<file path="src/rtl/rob_commit_ctrl_pkg.sv">
// Shared sizing constants and controller state type for the ROB commit controller.
package rob_commit_ctrl_pkg;
  localparam int unsigned ROB_IDX_W = 4;
  localparam int unsigned DEPTH     = 2 ** ROB_IDX_W;
  localparam int unsigned REG_IDX_W = 5;

  typedef enum logic {
    ST_RUN   = 1'b0,
    ST_FLUSH = 1'b1
  } rob_state_e;
endpackage

</file>
<file path="src/rtl/rob_commit_ctrl_entry_bank.sv">
// ROB entry storage: allocation/CDB/commit/flush updates, head read port and
// two tag-forwarding read ports.
module rob_entry_bank
  import rob_commit_ctrl_pkg::*;
#(
  parameter int unsigned IDX_W = 4,
  parameter int unsigned NENT  = 2 ** IDX_W
) (
  input  logic                 clk,
  input  logic                 rst_n,
  input  logic                 flush_i,
  input  logic                 alloc_we_i,
  input  logic [IDX_W-1:0]     alloc_idx_i,
  input  logic [REG_IDX_W-1:0] alloc_rd_i,
  input  logic                 cdb_we_i,
  input  logic                 cdb_fwd_i,
  input  logic [IDX_W-1:0]     cdb_idx_i,
  input  logic [31:0]          cdb_val_i,
  input  logic                 cdb_mispred_i,
  input  logic [31:0]          cdb_pc_i,
  input  logic                 commit_i,
  input  logic [IDX_W-1:0]     head_idx_i,
  output logic                 head_busy_o,
  output logic                 head_done_o,
  output logic                 head_mispred_o,
  output logic [REG_IDX_W-1:0] head_rd_o,
  output logic [31:0]          head_val_o,
  output logic [31:0]          head_pc_o,
  input  logic [IDX_W-1:0]     qry1_idx_i,
  output logic                 qry1_ready_o,
  output logic [31:0]          qry1_val_o,
  input  logic [IDX_W-1:0]     qry2_idx_i,
  output logic                 qry2_ready_o,
  output logic [31:0]          qry2_val_o
);
  logic [NENT-1:0]      busy_q, done_q, mis_q;
  logic [REG_IDX_W-1:0] rd_q  [NENT];
  logic [31:0]          val_q [NENT];
  logic [31:0]          pc_q  [NENT];
  logic                 hit1, hit2;

  // Payload is reset too so the head read port shows zeros out of reset.
  always_ff @(posedge clk or negedge rst_n) begin
    if (!rst_n) begin
      busy_q <= '0;
      done_q <= '0;
      mis_q  <= '0;
      for (int unsigned i = 0; i < NENT; i++) begin
        rd_q[i]  <= '0;
        val_q[i] <= '0;
        pc_q[i]  <= '0;
      end
    end else if (flush_i) begin
      busy_q <= '0;
      done_q <= '0;
    end else begin
      if (commit_i) busy_q[head_idx_i] <= 1'b0;
      if (cdb_we_i && busy_q[cdb_idx_i]) begin
        done_q[cdb_idx_i] <= 1'b1;
        mis_q[cdb_idx_i]  <= cdb_mispred_i;
        val_q[cdb_idx_i]  <= cdb_val_i;
        pc_q[cdb_idx_i]   <= cdb_pc_i;
      end
      if (alloc_we_i) begin
        busy_q[alloc_idx_i] <= 1'b1;
        done_q[alloc_idx_i] <= 1'b0;
        mis_q[alloc_idx_i]  <= 1'b0;
        rd_q[alloc_idx_i]   <= alloc_rd_i;
      end
    end
  end

  assign head_busy_o    = busy_q[head_idx_i];
  assign head_done_o    = done_q[head_idx_i];
  assign head_mispred_o = mis_q[head_idx_i];
  assign head_rd_o      = rd_q[head_idx_i];
  assign head_val_o     = val_q[head_idx_i];
  assign head_pc_o      = pc_q[head_idx_i];

  assign hit1         = cdb_fwd_i && (cdb_idx_i == qry1_idx_i);
  assign hit2         = cdb_fwd_i && (cdb_idx_i == qry2_idx_i);
  assign qry1_ready_o = done_q[qry1_idx_i] || hit1;
  assign qry2_ready_o = done_q[qry2_idx_i] || hit2;
  assign qry1_val_o   = hit1 ? cdb_val_i : val_q[qry1_idx_i];
  assign qry2_val_o   = hit2 ? cdb_val_i : val_q[qry2_idx_i];
endmodule

</file>
<file path="src/rtl/rob_commit_ctrl.sv">
// In-order ROB allocation/retirement controller: pointers, occupancy count and
// RUN/FLUSH sequencing around the entry bank.
module rob_commit_ctrl
  import rob_commit_ctrl_pkg::*;
#(
  parameter int unsigned ROB_IDX_W = rob_commit_ctrl_pkg::ROB_IDX_W,
  parameter int unsigned DEPTH     = 2 ** ROB_IDX_W
) (
  input  logic                 clk,
  input  logic                 rst_n,
  input  logic                 rdy,
  input  logic                 alloc_valid_in,
  input  logic [REG_IDX_W-1:0] alloc_rd_in,
  output logic                 alloc_ready_out,
  output logic [ROB_IDX_W-1:0] alloc_idx_out,
  input  logic                 cdb_valid_in,
  input  logic [ROB_IDX_W-1:0] cdb_idx_in,
  input  logic [31:0]          cdb_val_in,
  input  logic                 cdb_mispred_in,
  input  logic [31:0]          cdb_pc_in,
  input  logic [ROB_IDX_W-1:0] qry1_idx_in,
  input  logic [ROB_IDX_W-1:0] qry2_idx_in,
  output logic                 qry1_ready_out,
  output logic                 qry2_ready_out,
  output logic [31:0]          qry1_val_out,
  output logic [31:0]          qry2_val_out,
  output logic                 rf_new_flag_out,
  output logic [ROB_IDX_W-1:0] rf_new_idx_out,
  output logic [REG_IDX_W-1:0] rf_new_rd_out,
  output logic                 rf_write_flag_out,
  output logic [ROB_IDX_W-1:0] rf_write_idx_out,
  output logic [REG_IDX_W-1:0] rf_write_rd_out,
  output logic [31:0]          rf_val_out,
  output logic                 jump_wrong_out,
  output logic [31:0]          jump_pc_out
);
  localparam int unsigned CW = ROB_IDX_W + 1;
  localparam logic [CW-1:0] DEPTH_C = CW'(DEPTH);

  rob_state_e           state_q, state_d;
  logic [ROB_IDX_W-1:0] head_q, head_d, tail_q, tail_d;
  logic [CW-1:0]        count_q, count_d;
  logic [31:0]          jump_pc_q, jump_pc_d;

  logic        alloc_ready, accept, commit, in_run, flush;
  logic        head_busy, head_done, head_mispred;
  logic [31:0] head_pc;

  assign in_run = (state_q == ST_RUN);
  // Gated by rst_n so ready reads 0 while reset is held and 1 right after release.
  assign alloc_ready = rst_n && in_run && (count_q < DEPTH_C);
  assign accept      = rdy && alloc_valid_in && alloc_ready;
  assign commit      = rdy && in_run && (count_q != '0) && head_busy && head_done;
  assign flush       = rdy && (state_q == ST_FLUSH);

  always_comb begin
    state_d   = state_q;
    head_d    = head_q;
    tail_d    = tail_q;
    count_d   = count_q;
    jump_pc_d = jump_pc_q;
    if (rdy) begin
      case (state_q)
        ST_RUN: begin
          if (accept) tail_d = tail_q + ROB_IDX_W'(1);
          if (commit) begin
            head_d = head_q + ROB_IDX_W'(1);
            if (head_mispred) begin
              state_d   = ST_FLUSH;
              jump_pc_d = head_pc;
            end
          end
          count_d = count_q + CW'(accept) - CW'(commit);
        end
        ST_FLUSH: begin
          head_d  = '0;
          tail_d  = '0;
          count_d = '0;
          state_d = ST_RUN;
        end
      endcase
    end
  end

  always_ff @(posedge clk or negedge rst_n) begin
    if (!rst_n) begin
      state_q   <= ST_RUN;
      head_q    <= '0;
      tail_q    <= '0;
      count_q   <= '0;
      jump_pc_q <= '0;
    end else begin
      state_q   <= state_d;
      head_q    <= head_d;
      tail_q    <= tail_d;
      count_q   <= count_d;
      jump_pc_q <= jump_pc_d;
    end
  end

  rob_entry_bank #(
    .IDX_W (ROB_IDX_W),
    .NENT  (DEPTH)
  ) u_bank (
    .clk            (clk),
    .rst_n          (rst_n),
    .flush_i        (flush),
    .alloc_we_i     (accept),
    .alloc_idx_i    (tail_q),
    .alloc_rd_i     (alloc_rd_in),
    .cdb_we_i       (rdy && in_run && cdb_valid_in),
    .cdb_fwd_i      (cdb_valid_in),
    .cdb_idx_i      (cdb_idx_in),
    .cdb_val_i      (cdb_val_in),
    .cdb_mispred_i  (cdb_mispred_in),
    .cdb_pc_i       (cdb_pc_in),
    .commit_i       (commit),
    .head_idx_i     (head_q),
    .head_busy_o    (head_busy),
    .head_done_o    (head_done),
    .head_mispred_o (head_mispred),
    .head_rd_o      (rf_write_rd_out),
    .head_val_o     (rf_val_out),
    .head_pc_o      (head_pc),
    .qry1_idx_i     (qry1_idx_in),
    .qry1_ready_o   (qry1_ready_out),
    .qry1_val_o     (qry1_val_out),
    .qry2_idx_i     (qry2_idx_in),
    .qry2_ready_o   (qry2_ready_out),
    .qry2_val_o     (qry2_val_out)
  );

  assign alloc_ready_out   = alloc_ready;
  assign alloc_idx_out     = tail_q;
  assign rf_new_flag_out   = accept;
  assign rf_new_idx_out    = tail_q;
  assign rf_new_rd_out     = alloc_rd_in;
  assign rf_write_flag_out = commit;
  assign rf_write_idx_out  = head_q;
  assign jump_wrong_out    = flush;
  assign jump_pc_out       = jump_pc_q;
endmodule

</file>
<file path="config.mk">
export PLATFORM = sky130hd
export DESIGN_NAME = rob_commit_ctrl
export DESIGN_NICKNAME = d
export VERILOG_FILES = /design/src/rtl/rob_commit_ctrl_pkg.sv /design/src/rtl/rob_commit_ctrl_entry_bank.sv /design/src/rtl/rob_commit_ctrl.sv
export SDC_FILE = /design/constraint.sdc
export NUM_CORES = 2
export LEC_CHECK = 0
export CAP_MARGIN = 20
export CORE_AREA = 4 4 380 382
export DETAILED_ROUTE_END_ITERATION = 7
export DIE_AREA = 0 0 384 386
export MAX_ROUTING_LAYER = met4
export PLACE_DENSITY = 0.64
export SETUP_SLACK_MARGIN = 0.05
export SLEW_MARGIN = 10
export SYNTH_ARGS = -nofsm -noshare
export SYNTH_HDL_FRONTEND = slang
export SYNTH_SLANG_ARGS = --single-unit
</file>
<file path="constraint.sdc">
create_clock -name clk -period 3.3 [get_ports clk]
set_input_delay 0.66 -clock clk [delete_from_list [all_inputs] [get_ports clk]]
set_output_delay 0.66 -clock clk [all_outputs]
set_load 0.02 [all_outputs]
</file>
==> impl_metrics.toml <==
[worst_setup_path]
cp.required_ns = 2.64
crit_type = "reg -> out"
cp_slowest_cell = "mux4_2"
cp-start-kind = "flip-flop"
arrival_ns = 3.01
crit_path_end_kind = "output pin"
max_stage_delay_ns = 0.54
crit_fanout = 8
worstPathCellList = "buf_6 > buf_12 > buf_16 > mux4_2 > mux4_2 > buf_6"
cp_top_family = "multiplexers"
cp_num_buf_inv = 4

[floorplanning]
die-height_um = 386
num_rows = 138
dieArea_um2 = 148000
core_area_um2 = 141000
initial_core_util_pct = 44.7
ios = 243
die_w_um = 384

[placed_design]
post-place-ws_ns = -0.657
post-dp-hpwl_um = 108000
portBuffers = 242
placed_cell_area_um2 = 69600
gp_congestion = 0.840

[synth]
synth_edf_count = 0
ys_seq_area_share_pct = 47.5
synth_xor_area_share_pct = 0.167
synth_fa_ha_area_share_pct = 0.310
post-synth-top-area-cell = "dfrtp_1"
synth_fp_nets = 3983
synth_compound_area_share_pct = 0.754
synth.area.top_cells = "dfrtp_1, mux4_2, mux2_2"
async_reset_ff_share_pct = 100
synth_top_family_by_area = "multiplexers"
ys.flop_type = "dfrtp_1"
synth-seq-cells = 1198
syn_avg_cell_area_um2 = 16.2
syn_inst = 3881
yosys-mux-area-fraction_pct = 45.4
synthDistinctLibCells = 55
synth_top_area_share_pct = 47.5
synthSimpleGateAreaFrac_pct = 2.50
yosysWarningCount = 0
netlist_area_um2 = 63100

[final_layout]
multi_input_area_um2 = 31400
drive_gt1_share_pct = 56.2
fin_nets = 4349
fill_cells = 11351
layout-area-overhead-vs-synth_pct = 20.6
finalInstanceArea_um2 = 76100
register_area_um2 = 30000

[outcome]
failed_checks = "negative setup slack"
status = "finished, violations left"

[route]
avgRoutedWirePerCell_um = 29.2
drt_first_pass_iters = 5
drtIter0Drc = 3211
drc = 0
viasPerCell = 6.22
dr_total_vias = 38842
drtAntennaViolNets = 0
wl_um = 183000

[timing]
relSlewSlack_pct = 35.7
post-route-min-period_ns = 3.67
tns_ns = -11.07
worst_clock_skew_ns = 0.0168
rsz0062_at_grt = "yes"
hold_viol = 0
setup_viol = 44
tightest_slew_ns = 0.964
min_period_over_period_pct = 111
drv_slew = 0
max_freq_ghz = 0.272
fin_ws_ns = -0.370
whs_ns = 0.471

[power]
total_power_mw = 43.5
power_density_nw_per_um2 = 572
p_leak_nw = 35.2
irDropWorstVdd_uv = 452

[clock_tree]
cts_tree = "built"
htreeDepth = 4
path_clk_slew_ns = 0.06
clock_path_buffers = 3
cts_root_buf = "clkbuf_16"
clk_latency_ns = 0.77
cts_buffers = 138
clock-sinks = 1198

[global_routing]
overflow = 0
track_usage_pct = 25.4
grt_pass1_wl_um = 272000
antenna_found_initial = 10
first_global_vias = 40179
grt_max_degree = 175

[hold_path]
hold_class = "reg -> reg"

[run]
drv_cap = 0
-- path summary, 6_finish.rpt --
path,to,slack [ns],depth (start not counted),start
max,rf_val_out[17],-0.37,6,rf_write_idx_out[0]
min,u_bank.rd_q[21],0.47,2,u_bank.rd_q[21]
max reg2reg,count_q[4],-0.18,18,rf_write_idx_out[0]
min reg2reg,u_bank.rd_q[21],0.47,2,u_bank.rd_q[21]
max in group asynchronous,u_bank.pc_q[404],0.96,4,rst_n
min in group asynchronous,u_bank.val_q[154],0.68,3,rst_n
-- cell usage after synthesis, types with 5 or more instances --
cell type and instances:
mux4_1 51, ha_1 14, mux2_1 80, a31o_2 10, and3_1 6, buf_12 5
a21oi_1 26, mux2_2 1061, nor2b_1 8, buf_1 29, clkbuf_1 156, xor2_1 8
buf_4 23, nand2_1 207, nor3_1 19, buf_6 35, nand3_1 32, dfrtp_1 1198
buf_2 136, inv_1 13, mux4_2 639, o21ai_0 9, and2_1 11, nand4_1 5
nor2_1 36, nand2b_1 13
-- sequential cells by signal, indices dropped and copies added, names as in the netlist --
name,count
alloc_idx_out,4
count_q,5
jump_pc_out,32
rf_write_idx_out,4
state_q,1
u_bank.busy_q,16
u_bank.done_q,16
u_bank.mis_q,16
u_bank.pc_q,512
u_bank.rd_q,80
u_bank.val_q,512
-- tightest hold or removal path: stages, from the launching register on --
cell and delay, ns:
dfrtp_1 0.34, nand2_1 0.05, nand2_1 0.05
-- through the flow --
step / util (%) / cells
6_report: 53.9 / 6243
5_1_grt: 53.9 / 6243
4_1_cts: 53.5 / 6212
3_5_place_dp: 49.3 / 5919
3_3_place_gp: 49.3 / 5919
2_1_floorplan: - / 3881
-- area by class of cell --
type | instances | share of cell area (%)
multi-input combinational | 2284 | 41.2
sequential | 1198 | 39.4
timing repair buffer | 611 | 10.1
clock buffer | 212 | 5.53
tap | 1890 | 3.11
clock inverter | 27 | 0.513
inverter | 14 | 0.0691
antenna | 7 | 0.0230
-- kinds of logic (layout without fill, tap and decap cells) --
family | after synthesis | in the layout
mux | 1835 | 1835
flops | 1198 | 1198
buf+inv | 399 | 864
simple gates | 352 | 352
compound gates | 70 | 70
fa+ha+maj | 15 | 15
xor+xnor | 12 | 12
other cells | 0 | 7
-- routing by layer --
| metal | global-route usage, % | vias to the layer above | part of all wire (%) | wire length (um) |
|---|---|---|---|---|
| met4 | 7.30 | 0 | 2.7 | 4940 |
| met2 | 38.6 | 1415 | 47 | 86500 |
| li1 | - | 15838 | - | - |
| met1 | 35.6 | 21261 | 43 | 79100 |
| met5 | - | - | 0 | 0 |
| met3 | 4.48 | 328 | 6.6 | 12000 |
-- where the power goes --
group          internal (mW)  switching [mW]
clock network           9.19            6.38
registers               15.8           0.857
logic                   5.94            5.35
-- layout by cell type, fill, tap and decap left out, types with 40 or more instances in the layout --
master and n:
buf_6 122, dfrtp_1 1194, clkdlybuf4s50_1 121, clkbuf_16 149, mux2_4 64, nand2_1 200
mux4_2 641, mux2_1 80, buf_4 194, clkbuf_8 40, mux2_2 997, buf_12 122
mux4_1 49
-- repair_timing --
action / in CTS / in global routing
setup buffers: 35 / 19
gates cloned: 19 / 8
pin swaps: 4 / 6
endpoints found under the hold margin: 17 / 0
setup endpoints to repair: 141 / 107
resized for setup: 676 / 86
hold buffers: 1 / 0
(Power assumes the default switching activity.)
